==> src/rtl/fetch_pkg.sv <==
// fetch_pkg: shared definitions for the instruction-fetch front end.
//   FETCH_XLEN    default address / instruction-word width
//   fetch_entry_t {pc, instr} pair as delivered to decode
//   occ_width()   width of an occupancy counter able to hold 0..depth
package fetch_pkg;

    localparam int unsigned FETCH_XLEN = 64;

    typedef struct packed {
        logic [FETCH_XLEN-1:0] pc;
        logic [FETCH_XLEN-1:0] instr;
    } fetch_entry_t;

    function automatic int unsigned occ_width(input int unsigned depth);
        return $clog2(depth) + 1;
    endfunction

endpackage

==> src/rtl/sync_fifo.sv <==
// sync_fifo: single-clock FIFO with flush, power-of-two DEPTH.
//   clk_i    clock, rising edge
//   rst_i    asynchronous active-high reset
//   push_i   write din_i (accepted when not full, or when popping this cycle)
//   pop_i    drop the head entry (ignored when empty)
//   flush_i  empty the FIFO; overrides push_i, a same-cycle pop still counts
//   din_i    write data
//   head_o   head entry; when empty, the most recently delivered entry
//   count_o  number of stored entries, 0..DEPTH
module sync_fifo
    import fetch_pkg::*;
#(
    parameter int unsigned WIDTH = 2 * FETCH_XLEN,
    parameter int unsigned DEPTH = 4
) (
    input  logic                        clk_i,
    input  logic                        rst_i,
    input  logic                        push_i,
    input  logic                        pop_i,
    input  logic                        flush_i,
    input  logic [WIDTH-1:0]            din_i,
    output logic [WIDTH-1:0]            head_o,
    output logic [occ_width(DEPTH)-1:0] count_o
);

    localparam int unsigned AW = $clog2(DEPTH);
    localparam int unsigned CW = occ_width(DEPTH);

    logic [WIDTH-1:0] mem_q [DEPTH];
    logic [AW-1:0]    rd_ptr_q;
    logic [AW-1:0]    wr_ptr_q;
    logic [CW-1:0]    count_q;
    logic             do_push;
    logic             do_pop;

    assign do_pop  = pop_i && (count_q != '0);
    assign do_push = push_i && ((count_q != CW'(DEPTH)) || do_pop);

    always_ff @(posedge clk_i or posedge rst_i) begin
        if (rst_i) begin
            for (int unsigned i = 0; i < DEPTH; i++) begin
                mem_q[i] <= '0;
            end
            rd_ptr_q <= '0;
            wr_ptr_q <= '0;
            count_q  <= '0;
        end else if (flush_i) begin
            // Collapse both pointers onto the post-pop read position so the
            // slot just behind rd_ptr still holds the last delivered entry.
            rd_ptr_q <= rd_ptr_q + AW'(do_pop);
            wr_ptr_q <= rd_ptr_q + AW'(do_pop);
            count_q  <= '0;
        end else begin
            if (do_push) begin
                mem_q[wr_ptr_q] <= din_i;
                wr_ptr_q        <= wr_ptr_q + AW'(1);
            end
            if (do_pop) begin
                rd_ptr_q <= rd_ptr_q + AW'(1);
            end
            count_q <= count_q + CW'(do_push) - CW'(do_pop);
        end
    end

    // Empty: keep presenting the last delivered entry instead of a stale slot.
    assign head_o  = (count_q == '0) ? mem_q[rd_ptr_q - AW'(1)] : mem_q[rd_ptr_q];
    assign count_o = count_q;

endmodule

==> src/rtl/fetch_queue_pc.sv <==
// fetch_queue_pc: sequential instruction-fetch front end.
// Owns the fetch PC, issues reads to a 1-cycle-latency instruction memory,
// queues {pc, instr} responses and hands them to decode over valid/ready.
// A redirect flushes all queued and in-flight fetches and restarts fetch.
//   clk            clock, rising edge
//   reset          asynchronous active-high reset
//   mem_rd_en      read request this cycle
//   mem_addr       read address (the fetch PC)
//   mem_rdata      read data for the request issued the previous cycle
//   out_valid      queue head valid
//   out_ready      decode accepts head
//   out_pc         PC of head entry
//   out_instr      instruction word of head entry
//   redirect_valid taken branch/jump: flush and restart
//   redirect_pc    new fetch PC (low log2(INC) bits ignored)
//   occupancy      entries currently queued
module fetch_queue_pc
    import fetch_pkg::*;
#(
    parameter int unsigned     XLEN     = FETCH_XLEN,
    parameter int unsigned     INC      = 4,
    parameter logic [XLEN-1:0] RESET_PC = '0,
    parameter int unsigned     DEPTH    = 4
) (
    input  logic                        clk,
    input  logic                        reset,
    output logic                        mem_rd_en,
    output logic [XLEN-1:0]             mem_addr,
    input  logic [XLEN-1:0]             mem_rdata,
    output logic                        out_valid,
    input  logic                        out_ready,
    output logic [XLEN-1:0]             out_pc,
    output logic [XLEN-1:0]             out_instr,
    input  logic                        redirect_valid,
    input  logic [XLEN-1:0]             redirect_pc,
    output logic [occ_width(DEPTH)-1:0] occupancy
);

    localparam int unsigned     OW         = occ_width(DEPTH);
    localparam logic [XLEN-1:0] INC_V      = XLEN'(INC);
    localparam logic [XLEN-1:0] ALIGN_MASK = ~(INC_V - XLEN'(1));

    logic [XLEN-1:0]   fetch_pc_q, fetch_pc_d;
    logic [XLEN-1:0]   resp_pc_q, resp_pc_d;
    logic              inflight_q, inflight_d;
    logic [OW-1:0]     credit_used;
    logic              push;
    logic              pop;
    logic [2*XLEN-1:0] head;

    // Queued plus in-flight entries may never exceed DEPTH, so a response
    // always finds a free slot and out_ready reaches issue only through
    // the registered occupancy.
    assign credit_used = occupancy + OW'(inflight_q);
    assign mem_rd_en   = !reset && !redirect_valid && (credit_used < OW'(DEPTH));
    assign mem_addr    = fetch_pc_q;

    // A response landing in a redirect cycle belongs to the old stream.
    assign push      = inflight_q && !redirect_valid;
    assign pop       = out_valid && out_ready;
    assign out_valid = (occupancy != '0);

    always_comb begin
        fetch_pc_d = fetch_pc_q;
        resp_pc_d  = resp_pc_q;
        inflight_d = mem_rd_en;
        if (redirect_valid) begin
            fetch_pc_d = redirect_pc & ALIGN_MASK;
        end else if (mem_rd_en) begin
            fetch_pc_d = fetch_pc_q + INC_V;
            resp_pc_d  = fetch_pc_q;
        end
    end

    always_ff @(posedge clk or posedge reset) begin
        if (reset) begin
            fetch_pc_q <= RESET_PC;
            resp_pc_q  <= '0;
            inflight_q <= 1'b0;
        end else begin
            fetch_pc_q <= fetch_pc_d;
            resp_pc_q  <= resp_pc_d;
            inflight_q <= inflight_d;
        end
    end

    sync_fifo #(
        .WIDTH (2 * XLEN),
        .DEPTH (DEPTH)
    ) u_fifo (
        .clk_i   (clk),
        .rst_i   (reset),
        .push_i  (push),
        .pop_i   (pop),
        .flush_i (redirect_valid),
        .din_i   ({resp_pc_q, mem_rdata}),
        .head_o  (head),
        .count_o (occupancy)
    );

    assign out_pc    = head[2*XLEN-1:XLEN];
    assign out_instr = head[XLEN-1:0];

endmodule

==> config.mk <==
export PLATFORM = sky130hd
export DESIGN_NAME = fetch_queue_pc
export DESIGN_NICKNAME = d
export VERILOG_FILES = /design/src/rtl/fetch_pkg.sv /design/src/rtl/sync_fifo.sv /design/src/rtl/fetch_queue_pc.sv
export SDC_FILE = /design/constraint.sdc
export NUM_CORES = 1
export LEC_CHECK = 0
export BUFFER_PORTS_ARGS = -buffer_cell sky130_fd_sc_hd__buf_2
export CAP_MARGIN = 0
export CORE_MARGIN = 2
export CORE_UTILIZATION = 23
export DETAILED_ROUTE_END_ITERATION = 6
export GPL_ROUTABILITY_DRIVEN = 0
export PLACE_DENSITY = 0.42
export SKIP_CTS_REPAIR_TIMING = 1
export SYNTH_ARGS = -nofsm -noshare
export SYNTH_HDL_FRONTEND = slang
export SYNTH_SLANG_ARGS = --single-unit
==> constraint.sdc <==
create_clock -name clk -period 19.83 [get_ports clk]
set_input_delay 2.9745 -clock clk [delete_from_list [all_inputs] [get_ports clk]]
set_output_delay 2.9745 -clock clk [all_outputs]
set_load 0.02 [all_outputs]
# ---- Yosys cells after proc, flatten, opt, wreduce, memory -nomap -nowiden
# Index checks and enable logic that the tools add are counted.
dict set report op_classes {
  n_mul 0
  bitwise 4
  mux 17
  order_cmp 5
  n_shift 0
  n_div 0
  n_eq_ne 1
  reduce_logical 17
  add_sub_neg 8
}
# op count
set op_table {}
lappend op_table {{$mux W128} 6}
lappend op_table {{$bmux W128 S2} 2}
lappend op_table {{$bwmux W512} 1}
lappend op_table {{$demux W128 S2} 1}
lappend op_table {{$mux W64} 2}
lappend op_table {{$add A64 B3 Y64 const B} 1}
lappend op_table {{$ge A3 B3 Y1 const B} 3}
lappend op_table {{$not A2 Y3} 3}
lappend op_table {{$mux W2} 4}
lappend op_table {{$logic_and A1 B1 Y1} 7}
lappend op_table {{$add A3 B1 Y3} 2}
lappend op_table {{$reduce_bool A2 Y1} 3}
lappend op_table {{$add A2 B1 Y2 const B} 2}
lappend op_table {{$reduce_and A2 Y1} 2}
lappend op_table {{$logic_not A3 Y1} 1}
lappend op_table {{$lt A3 B1 Y1 const B} 1}
lappend op_table {{$lt A3 B3 Y1 const B} 1}
lappend op_table {{$mux W3} 1}
lappend op_table {{$ne A3 B3 Y1 const B} 1}
lappend op_table {{$reduce_bool A3 Y1} 1}
lappend op_table {{$sub A3 B1 Y3} 1}
lappend op_table {{$add A2 B1 Y2} 1}
lappend op_table {{$logic_not A1 Y1} 2}
lappend op_table {{$sub A2 B1 Y2 const B} 1}
lappend op_table {{2 further kinds} 2}
dict set report word_totals {
  out_inout_bits 197
  mem_bits_rw 0
  latch_bits 0
  memories 0
  elab_cells 62
  mem_bits_ro 0
  in_bits 132
  ff_bits 648
}

# ---- Logic depth before layout (Yosys ltp)
# Gate-level depths: netlist (run 1).
dict set report logic_depth {
  ltp_word 8
  depth_mapped 10
}

# ---- By module
# A second synthesis (run 1) with hierarchy kept.
dict set report unflattened {
  cells_unflattened 2603
  hier_area_um2 31495.2
}
# module cells_per_inst instances seq_area_each_um2 area_each_um2
set by_module_without_submodules {}
lappend by_module_without_submodules {sync_fifo 2021 1 12987.5 25420.6}
lappend by_module_without_submodules {fetch_queue_pc 582 1 3128.0 6074.6}

# ---- Least setup slack after synthesis (run 1)
# No wires, ideal clock.
dict set report synth_path {
  kind {input to output}
  startpoint {in reset}
  endpoint {out mem_rd_en}
  required_ns 16.855
  cell_stages 4
  arrival_ns 4.047
  setup_slack_ns 12.808
  path_cell_list {nor2b_1 -> mux2i_1 -> nor2_1 -> clkbuf_1}
}
dict set report synth_between {
  elab_chain_cells 3
}
# item line_no
set synth_lines {}
lappend synth_lines {{from (decl)} fetch_queue_pc.sv:26} ;# input logic reset,
lappend synth_lines {{$logic_not A1 Y1 (no line)} n/a}
lappend synth_lines {{$logic_and A1 B1 Y1 (2 in series)} fetch_queue_pc.sv:55} ;# assign mem_rd_en = !reset && !redirect_valid && (credit_used < OW'(DEPTH));
lappend synth_lines {{to (decl)} fetch_queue_pc.sv:27} ;# output logic mem_rd_en,
# Every way passes these cells.

# ---- Final worst setup path (run 1)
dict set report layout_path {
  startpoint {reg u_fifo.count_q[0] (netlist: u_fifo.count_o[0])}
  endpoint {out out_pc[36]}
}
dict set report layout_between {
  elab_chain_cells 2
}
# item line_no
set layout_lines {}
lappend layout_lines {{from (decl)} sync_fifo.sv:32} ;# logic [CW-1:0] count_q;
lappend layout_lines {{from (signal assigned)} sync_fifo.sv:61} ;# count_q <= count_q + CW'(do_push) - CW'(do_pop);
lappend layout_lines {{$logic_not A3 Y1} sync_fifo.sv:66} ;# assign head_o = (count_q == '0) ? mem_q[rd_ptr_q - AW'(1)] : mem_q[rd_ptr_q];
lappend layout_lines {{$mux W128} sync_fifo.sv:66}
lappend layout_lines {{to (decl)} fetch_queue_pc.sv:32} ;# output logic [XLEN-1:0] out_pc,
# Every way passes these cells.

==> results of run 1 <==
state kept, by name, summed over array words and instances, names as in the netlist:
name             cells
mem_addr            62
resp_pc_q           62
u_fifo.count_o       3
inflight_q           1
u_fifo.mem_q       504
u_fifo.wr_ptr_q      2
u_fifo.rd_ptr_q      2
logic make-up (layout without fill, tap and decap cells):
family                   count (synthesis)  in the layout  share of synthesized area
other                                    1              7                  0.0001273
multiplexers                           700            700                     0.2646
AO/OA/AOI/OAI                          473            473                     0.1065
XOR/XNOR                                29             29                   0.008622
buffers and inverters                  186            515                    0.02748
AND/OR/NAND/NOR                        276            276                    0.04918
adder cells (fa/ha/maj)                  7              7                   0.003228
flip-flops                             636            636                     0.5403
path summary, 6_finish.rpt:
kind / start / to / slack (ps) / depth (start not counted)
max: u_fifo.count_o[0] / out_pc[36] / 12080 / 9
min: u_fifo.mem_q[152] / u_fifo.mem_q[152] / 500 / 1
max reg2reg: u_fifo.count_o[2] / u_fifo.mem_q[283] / 16040 / 6
min reg2reg: u_fifo.mem_q[152] / u_fifo.mem_q[152] / 500 / 1
max in group asynchronous: reset / u_fifo.mem_q[152] / 13710 / 6
min in group asynchronous: reset / resp_pc_q[35] / 2510 / 2
per-stage QoR:
step	total power (uW)	setup slack [ps]	util	instance area, um^2	cells
after floorplan	3999	8169	-	29470	2311
final	6535	12080	0.2795	35590	4305
after CTS	6666	11830	0.2794	35590	4302
after detailed placement	5089	12580	0.2579	32840	4163
after global placement	5056	12610	0.2579	32840	4163
after global routing	6972	11750	0.2795	35590	4304
critical path, cell delays in order, from the launching register on:
cell and delay, ps:
dfrtp_1 450, nor3_2 330, buf_4 860, nand2_2 70
buf_4 350, mux2i_4 580, buf_4 630, a22oi_1 170
o21ai_0 280, buf_2 270
power breakdown:
part / switching, uW / total (uW) / internal [uW]
Combinational: 1660 / 2800 / 1140
Sequential: 387 / 2210 / 1830
Clock: 593 / 1530 / 933
Total: 2640 / 6540 / 3900
layout make-up:
| cell class | instances | area, um^2 | share of cell area |
|---|---|---|---|
| antenna | 3 | 7.507 | 0.0002109 |
| clock buffer | 114 | 2361 | 0.06633 |
| multi-input combinational | 1489 | 12830 | 0.3604 |
| tap | 1662 | 2079 | 0.05842 |
| clock inverter | 25 | 385.4 | 0.01083 |
| timing repair buffer | 362 | 1952 | 0.05484 |
| sequential | 636 | 15920 | 0.4473 |
| inverter | 14 | 57.56 | 0.001617 |
Yosys cell counts (6+ instances only):
master      n
o21a_1     63
buf_1      16
clkbuf_1   93
o311ai_0    8
mux2i_1    70
o21ai_0   160
mux2_2    630
o211ai_1    6
a31oi_1    22
o221ai_1   62
or4_1      24
or3_1      10
o22ai_1    62
and4_1      7
dfrtp_1   636
nor3_1     15
nand2_1    76
nand4_1    24
nand3_1    33
or2_2       6
xnor2_1    26
a22oi_1    65
nor2_1     44
nor4_1     14
ha_1        6
buf_2      55
o31ai_1    17
inv_1      12
placed cells by master, fill, tap and decap left out, drive strengths merged, types with 3 or more instances in the layout:
cell / synthesis / final
nand2: 76 / 76
o221ai: 62 / 62
or4: 26 / 26
xnor2: 26 / 26
nor2b: 4 / 4
nor2: 44 / 44
or2: 6 / 6
and3: 5 / 5
o21ai: 161 / 161
inv: 13 / 17
a311o: 3 / 3
clkbuf: 94 / 114
or3: 10 / 10
dfrtp: 636 / 636
a22oi: 65 / 65
o311ai: 8 / 8
ha: 6 / 6
o31ai: 17 / 17
clkinv: 1 / 13
buf: 77 / 362
and4: 7 / 7
xor2: 3 / 3
o211ai: 6 / 6
nor3: 15 / 15
mux2i: 70 / 70
nand4: 24 / 24
mux2: 630 / 630
bufinv: 0 / 8
diode: 0 / 3
o22ai: 62 / 62
a31oi: 22 / 22
nor4: 14 / 14
nand3: 34 / 34
o21a: 63 / 63
conb: 1 / 4
per-layer routing:
| metal | wire, um | vias to the layer above | global-route usage |
|---|---|---|---|
| met5 | 11 | - | 0 |
| met4 | 2171 | 2 | 0.04257 |
| met3 | 4168 | 114 | 0.02774 |
| met2 | 44160 | 413 | 0.2298 |
| met1 | 44590 | 10750 | 0.1946 |
| li1 | - | 9253 | - |
==> metrics.cfg, run 1 <==
[status]
outcome=finished, final reports clean

[sta]
whs_ps=495.3
drv_slew=0
max_freq_ghz=0.1291
clock_skew_ps=22.96
grt_setup_unrepaired=false
slew-limit-headroom=0.2796
hold_viol=0
worst_pin_slew_ps=1081
fin_crit_ps=7748
tns_ps=0
setup_violations=0
fin_crit_sh=0.3907

[floorplanning]
rows=131
core-area_um2=127400
io_pins=329
fp.dieW_um=361.9
die_h_um=361.9
die_area_um2=131000
initial_core_util=0.2313

[clock_tree]
max-clock-path-buffers=3
cts_tree=done
clkTransAtPathRegs_ps=60
cts_root_buffer=clkbuf_16
ctsHtreeMaxLevel=3
clkLatencyLatePin_ps=640
tritoncts.num_buffers=80
clock_sinks=636

[synth]
avgSynthCellArea_um2=12.76
synth_area_leaders=dfrtp_1 54%, mux2_2 24%, o21ai_0 2.7%
yosysTopAreaCellShare=0.5403
synth-main-ff-cell=dfrtp_1
ys_ff_latch=636
synth_edf_count=0
syn_area_um2=29460
async_reset_ff_frac=1.000
ys_warn_count=0
syn_inst=2308
ys_seq_area_frac=0.5403
yosys.cell_types.count=54
synth_top_area_cell=dfrtp_1

[global_route]
grt_pass1_vias=21050
grt_overflow=0
track_usage=0.1431
grt_first_pass_wirelength_mm=141.8
grt_max_degree=162
antenna_found_initial=6

[power_and_ir_drop]
p_per_area_nw_per_um2=183.6
p_leak_uw=0.01549
vdd_drop_max_mv=0.1016

[detailed_routing]
first_pass_iters=5
detail_route.wl_per_cell_um=22.09
drt_iter0_markers=987
vias=20540
via_per_inst=4.770
postRouteAntennaNets=0
drc=0
wirelength_mm=95.09

[finish]
area_delta_synth_final_pct=20.83
nets=2722
nFillCells=13140
drive_above_1_share=0.4341

[critical_path]
critPathCaptureType=output pin
worstPathMaxFanout=65
arrival_ps=4770
worstPathRequired_ps=16860
start_kind=flip-flop
critPathKind=flip-flop to output pin

[flow_run]
timing.max_cap.violations=0

[hold_path]
min_path_type=flip-flop to flip-flop

[placed_design]
numPortBuffers=322
hpwl_mm=57.62

(Power assumes the default switching activity.)
==> inputs of run 2 (changes only) <==
==> constraint.sdc (replaced) <==
create_clock -name clk -period 6.2 [get_ports clk]
set_input_delay 0.93 -clock clk [delete_from_list [all_inputs] [get_ports clk]]
set_output_delay 0.93 -clock clk [all_outputs]
set_load 0.02 [all_outputs]
==> metrics.cfg, run 2 (synthesized netlist as in run 1, its figures left out) <==
[floorplanning]
die_area_um2=131000  ; unchanged
fp.dieW_um=361.9  ; unchanged
core-area_um2=127400  ; unchanged
io_pins=329  ; unchanged
die_h_um=361.9  ; unchanged
rows=131  ; unchanged
initial_core_util=0.2313  ; unchanged

[global_route]
grt_overflow=0  ; unchanged
grt_pass1_vias=21130  ; +0.38%
grt_first_pass_wirelength_mm=143.3  ; +1.1%
antenna_found_initial=5  ; -1
grt_max_degree=142  ; -12%
track_usage=0.1450  ; +0.001846

[finish]
final_area_um2=35800  ; +0.58%
drive_above_1_share=0.4376  ; +0.003527
largest_reg_flops=504  ; unchanged
finalNonFillerCells=4316  ; +0.26%
nets=2733  ; +0.40%
layout_commonest_cell=dfrtp_1
fin_util=0.2811  ; +0.001611
area_delta_synth_final_pct=21.53
layout_common_cells=634 x dfrtp_1, 630 x mux2_2, 321 x buf_2, 160 x o21ai_0, 86 x clkbuf_16
regMostFlops=u_fifo.mem_q

[power_and_ir_drop]
vdd_drop_max_mv=0.3043  ; +200%
finalPower_uw=21020  ; +220%
p_leak_uw=0.01560  ; +0.67%
p_per_area_nw_per_um2=587.2  ; +220%

[flow_run]
timing.max_cap.violations=0  ; unchanged

[critical_path]
crit_slowest_cell=dfrtp_1
rr_worst_depth=6  ; unchanged
critPathCaptureType=output pin
r2r-end=u_fifo.mem_q[437]
critPathKind=flip-flop to output pin
path_delay_family=buffers and inverters
start_kind=flip-flop
r2r_slack_ps=2840  ; -13200 ps
cp.buffers_inverters=5  ; +1
worstPathMaxFanout=66  ; +1.5%
slowest_delay_ps=470  ; -390 ps
crit_chain=nor3_2, buf_12, clkinv_2, buf_4, nand2b_2, mux2i_4, buf_12, a22oi_1, o21ai_0, buf_2
worstReg2RegStart=u_fifo.count_o[2]
cp_common_cell=buf_12
worstPathRequired_ps=5270  ; -11590 ps
arrival_ps=3960  ; -810 ps

[clock_tree]
clkLatencyLatePin_ps=680  ; +40 ps
cts_tree=done
tritoncts.num_buffers=81  ; +1.3%
clkTransAtPathRegs_ps=60  ; about the same
clock_sinks=636  ; unchanged
ctsHtreeMaxLevel=3  ; unchanged
max-clock-path-buffers=3  ; unchanged
cts_root_buffer=clkbuf_16

[sta]
fin_crit_ps=4887
fin_crit_sh=0.7882
hold_viol=0  ; unchanged
worst_pin_slew_ps=972.1  ; -108.5 ps
grt_setup_unrepaired=false
drv_slew=0  ; unchanged
whs_ps=347.1  ; -148.2 ps
setup_violations=0  ; unchanged
clock_skew_ps=22.33  ; -0.6243 ps
max_freq_ghz=0.2046
slew-limit-headroom=0.3504  ; +0.07081

[hold_path]
min_path_type=input port to async pin

[detailed_routing]
drc=0  ; unchanged
via_per_inst=4.778  ; +0.16%
vias=20620  ; +0.42%
drt_iter0_markers=1194  ; +21%
wirelength_mm=95.61  ; +0.54%
postRouteAntennaNets=0  ; unchanged
first_pass_iters=7  ; +2
detail_route.wl_per_cell_um=22.15  ; +0.28%

[placed_design]
post_dp_cell_area_um2=33020  ; +0.53%
placed_cells_incl_taps=4173  ; +0.24%
numPortBuffers=322  ; unchanged
hpwl_mm=58.14  ; +0.91%

[status]
outcome=finished, final reports clean

==> run 2: changes by cell type in the layout (fill, tap and decap cells not counted) <==
cell        change
inv_16          -1
buf_12          +8
clkinv_8        -1
bufinv_16       -3
clkbuf_16       +5
clkbuf_8        +3
clkinv_4        -1
buf_4           +2
diode_2         -2
clkbuf_1        -2
clkinvlp_4      +3
inv_6           -3
clkinv_2        +3
==> run 2: area by class of cell <==
cell class,instances,area [um^2]
timing repair buffer,372,2127
clock inverter,22,261.5
clock buffer,120,2520
inverter,14,57.56
antenna,1,2.502
fill,13120,91560
multi-input combinational,1489,12830
tap,1662,2079
sequential,636,15920
==> run 2: per-stage QoR <==
step | setup slack (ps) | setup TNS [ps]
6_report | 1313 | 0
5_1_grt | 1130 | 0
4_1_cts | 1232 | 0
3_5_place_dp | 2028 | 0
3_3_place_gp | 2069 | 0
2_1_floorplan | -3417 | -2173070
==> run 2: worst max path at each step <==
stage	endpoint	slack, ps	cells past startpoint	startpoint
after floorplan	inflight_q	-3420	1	reset
after global placement	out_instr[14]	2070	10	u_fifo.count_o[0]
after detailed placement	out_instr[31]	2030	10	u_fifo.count_o[0]
after CTS	out_instr[31]	1230	10	u_fifo.count_o[0]
after global routing	out_instr[31]	1130	10	u_fifo.count_o[1]
final	out_pc[30]	1310	10	u_fifo.count_o[0]
==> run 2: routing by layer <==
layer,routed length [um],GRT usage,share of wire,vias to the layer above
met4,2441,0.04387,0.026,8
li1,-,-,-,9279
met1,44840,0.1977,0.47,10790
met2,43950,0.2280,0.46,406
met5,54,0,0.00056,-
met3,4317,0.03262,0.045,140
==> run 2: power by group <==
group          internal [uW]  total (uW)  switching, uW
Sequential              5840        7080           1240
Clock                   3010        4940           1940
Combinational           3690        9000           5310
Total                  12500       21000           8490
==> inputs of run 3 (changes only) <==
--- a/config.mk
+++ b/config.mk
@@ -5,13 +5,14 @@
 export SDC_FILE = /design/constraint.sdc
 export NUM_CORES = 1
 export LEC_CHECK = 0
+export ABC_AREA = 1
 export BUFFER_PORTS_ARGS = -buffer_cell sky130_fd_sc_hd__buf_2
 export CAP_MARGIN = 0
 export CORE_MARGIN = 2
 export CORE_UTILIZATION = 23
 export DETAILED_ROUTE_END_ITERATION = 6
 export GPL_ROUTABILITY_DRIVEN = 0
-export PLACE_DENSITY = 0.42
+export PLACE_DENSITY = 0.4
 export SKIP_CTS_REPAIR_TIMING = 1
 export SYNTH_ARGS = -nofsm -noshare
 export SYNTH_HDL_FRONTEND = slang
==> constraint.sdc (replaced) <==
create_clock -name clk -period 5.1 [get_ports clk]
set_input_delay 0.765 -clock clk [delete_from_list [all_inputs] [get_ports clk]]
set_output_delay 0.765 -clock clk [all_outputs]
set_load 0.02 [all_outputs]
==> metrics.cfg, run 3 <==
[synth]
avgSynthCellArea_um2=7.207  ; -44%
synth-main-ff-cell=dfrtp_1
yosys.cell_types.count=30  ; -44%
synth_area_leaders=dfrtp_1 46%, nand2_1 14%, o21ai_0 12%
synth_most_common_cell=nand2_1
yosysTopAreaCellShare=0.4635  ; -0.07679
ys_ff_latch=636  ; unchanged
synth_top_area_cell=dfrtp_1
ys_warn_count=0  ; unchanged
syn_inst=4765  ; +110%
async_reset_ff_frac=1.000  ; unchanged
ys_seq_area_frac=0.4635  ; -0.07679
synth_top_cells_by_count=1290 x nand2_1, 817 x o21ai_0, 636 x dfrtp_1
synth_edf_count=0  ; unchanged
syn_area_um2=34340  ; +17%

[detailed_routing]
first_pass_iters=5  ; -2
vias=32330  ; +57%
detail_route.wl_per_cell_um=19.60  ; -11%
postRouteAntennaNets=0  ; unchanged
drt_iter0_markers=2644  ; +120%
drc=0  ; unchanged
via_per_inst=4.679  ; -2.1%
wirelength_mm=135.4  ; +42%

[sta]
fin_crit_sh=0.8391
setup_violations=0  ; unchanged
worst_pin_slew_ps=1119  ; +146.6 ps
grt_setup_unrepaired=false
drv_slew=0  ; unchanged
clock_skew_ps=26.52  ; +4.191 ps
hold_viol=0  ; unchanged
max_freq_ghz=0.2337
slew-limit-headroom=0.2542  ; -0.09621
fin_crit_ps=4280
tns_ps=0  ; unchanged

[finish]
nets=5053  ; +85%
area_delta_synth_final_pct=18.70
fin_util=0.2754  ; -0.005727
regMostFlops=u_fifo.mem_q
largest_reg_flops=504  ; unchanged
nFillCells=16270  ; +24%
layout_common_cells=1286 x nand2_1, 817 x o21ai_0, 634 x dfrtp_1, 534 x inv_1, 380 x a21oi_1
drive_above_1_share=0.1104  ; -0.3273
layout_commonest_cell=nand2_1

[global_route]
grt_pass1_vias=31260  ; +48%
antenna_found_initial=7  ; +2
grt_first_pass_wirelength_mm=203.6  ; +42%
grt_overflow=0  ; unchanged
track_usage=0.1756  ; +0.03057
grt_max_degree=171  ; +20%

[clock_tree]
clock_sinks=636  ; unchanged
clkTransAtPathRegs_ps=60  ; about the same
max-clock-path-buffers=3  ; unchanged
cts_tree=done
ctsHtreeMaxLevel=3  ; unchanged
clkLatencyLatePin_ps=690  ; about the same
tritoncts.num_buffers=84  ; +3.7%
cts_root_buffer=clkbuf_16

[critical_path]
start_kind=flip-flop
critPathKind=flip-flop to output pin
critPathCaptureType=output pin
worstPathRequired_ps=4340  ; -930 ps
arrival_ps=3510  ; -450 ps
worstPathMaxFanout=98  ; +48%

[flow_run]
timing.max_cap.violations=0  ; unchanged

[floorplanning]
die_h_um=390.4  ; +7.9%
fp.dieW_um=390.4  ; +7.9%
rows=141  ; +7.6%
initial_core_util=0.2320  ; +0.0006903
io_pins=329  ; unchanged
core-area_um2=148000  ; +16%
die_area_um2=152400  ; +16%

[placed_design]
hpwl_mm=84.26  ; +45%
numPortBuffers=322  ; unchanged

[status]
outcome=finished, final reports clean

[hold_path]
min_path_type=input port to flip-flop

[power_and_ir_drop]
p_leak_uw=0.01887  ; +21%
vdd_drop_max_mv=0.3625  ; +19%
p_per_area_nw_per_um2=764.5  ; +30%

## run 3: layout make-up
class                   count  area, um^2  area share
repair buffers            392        2462     0.06041
inverters                 543        2058     0.05050
clock buffers             123        2552     0.06262
clock inverters            24       381.6    0.009363
diodes                      3       7.507   0.0001842
well taps                1930        2415     0.05925
flip-flops and latches    636       15920      0.3907
multi-input cells        3257       14960      0.3670
## run 3: final timing paths
path / start / to / slack (ps) / depth (start not counted)
setup / recovery: u_fifo.rd_ptr_q[0] / out_pc[13] / 820 / 7
hold / removal: redirect_pc[8] / mem_addr[8] / 290 / 3
setup reg to reg: u_fifo.count_o[2] / u_fifo.mem_q[30] / 1950 / 9
hold reg to reg: u_fifo.mem_q[248] / u_fifo.mem_q[248] / 500 / 2
max in group asynchronous: reset / u_fifo.mem_q[286] / 3590 / 3
min in group asynchronous: reset / u_fifo.mem_q[470] / 310 / 2
## run 3: cell families after synthesis
family                   after synthesis  synth area share
flip-flops                           636            0.4635
AND/OR/NAND/NOR                     1716            0.1956
other                                  1         0.0001092
XOR/XNOR                               5          0.001276
buffers and inverters                875            0.1025
adder cells (fa/ha/maj)                7          0.002769
AO/OA/AOI/OAI                       1525            0.2343
## run 3: per-layer routing
metal | global-route usage | part of all wire | vias to the layer above
li1 | - | - | 15870
met1 | 0.2481 | 0.47 | 15420
met5 | 0 | 0.00023 | -
met4 | 0.04472 | 0.022 | 8
met3 | 0.03518 | 0.058 | 175
met2 | 0.2720 | 0.45 | 853
## run 3: power by group
group          switching, uW  total, uW  internal, uW
Combinational          11100      15800          4710
Sequential              1650       9000          7350
Clock                   2460       6370          3910
Total                  15200      31200         16000
## run 3: stage by stage
| stage | setup slack, ps | cell area, um^2 | hold slack, ps | instances | power, uW |
|---|---|---|---|---|---|
| after floorplan | -4352 | 34350 | 467.5 | 4768 | 18810 |
| after global placement | 1445 | 37820 | 480.5 | 6758 | 25000 |
| after detailed placement | 1455 | 37820 | 487.9 | 6758 | 25090 |
| after CTS | 693.9 | 40750 | 215.3 | 6905 | 31670 |
| after global routing | 652.2 | 40750 | 247.7 | 6906 | 33760 |
| final | 820.4 | 40760 | 287.2 | 6908 | 31160 |
## run 3: critical path, stage by stage (launching register included)
cell and delay, ps:
dfrtp_4 590, inv_8 450, nand2_4 210, buf_4 360, o22ai_1 230, a21oi_1 60, o21ai_0 610, buf_2 290
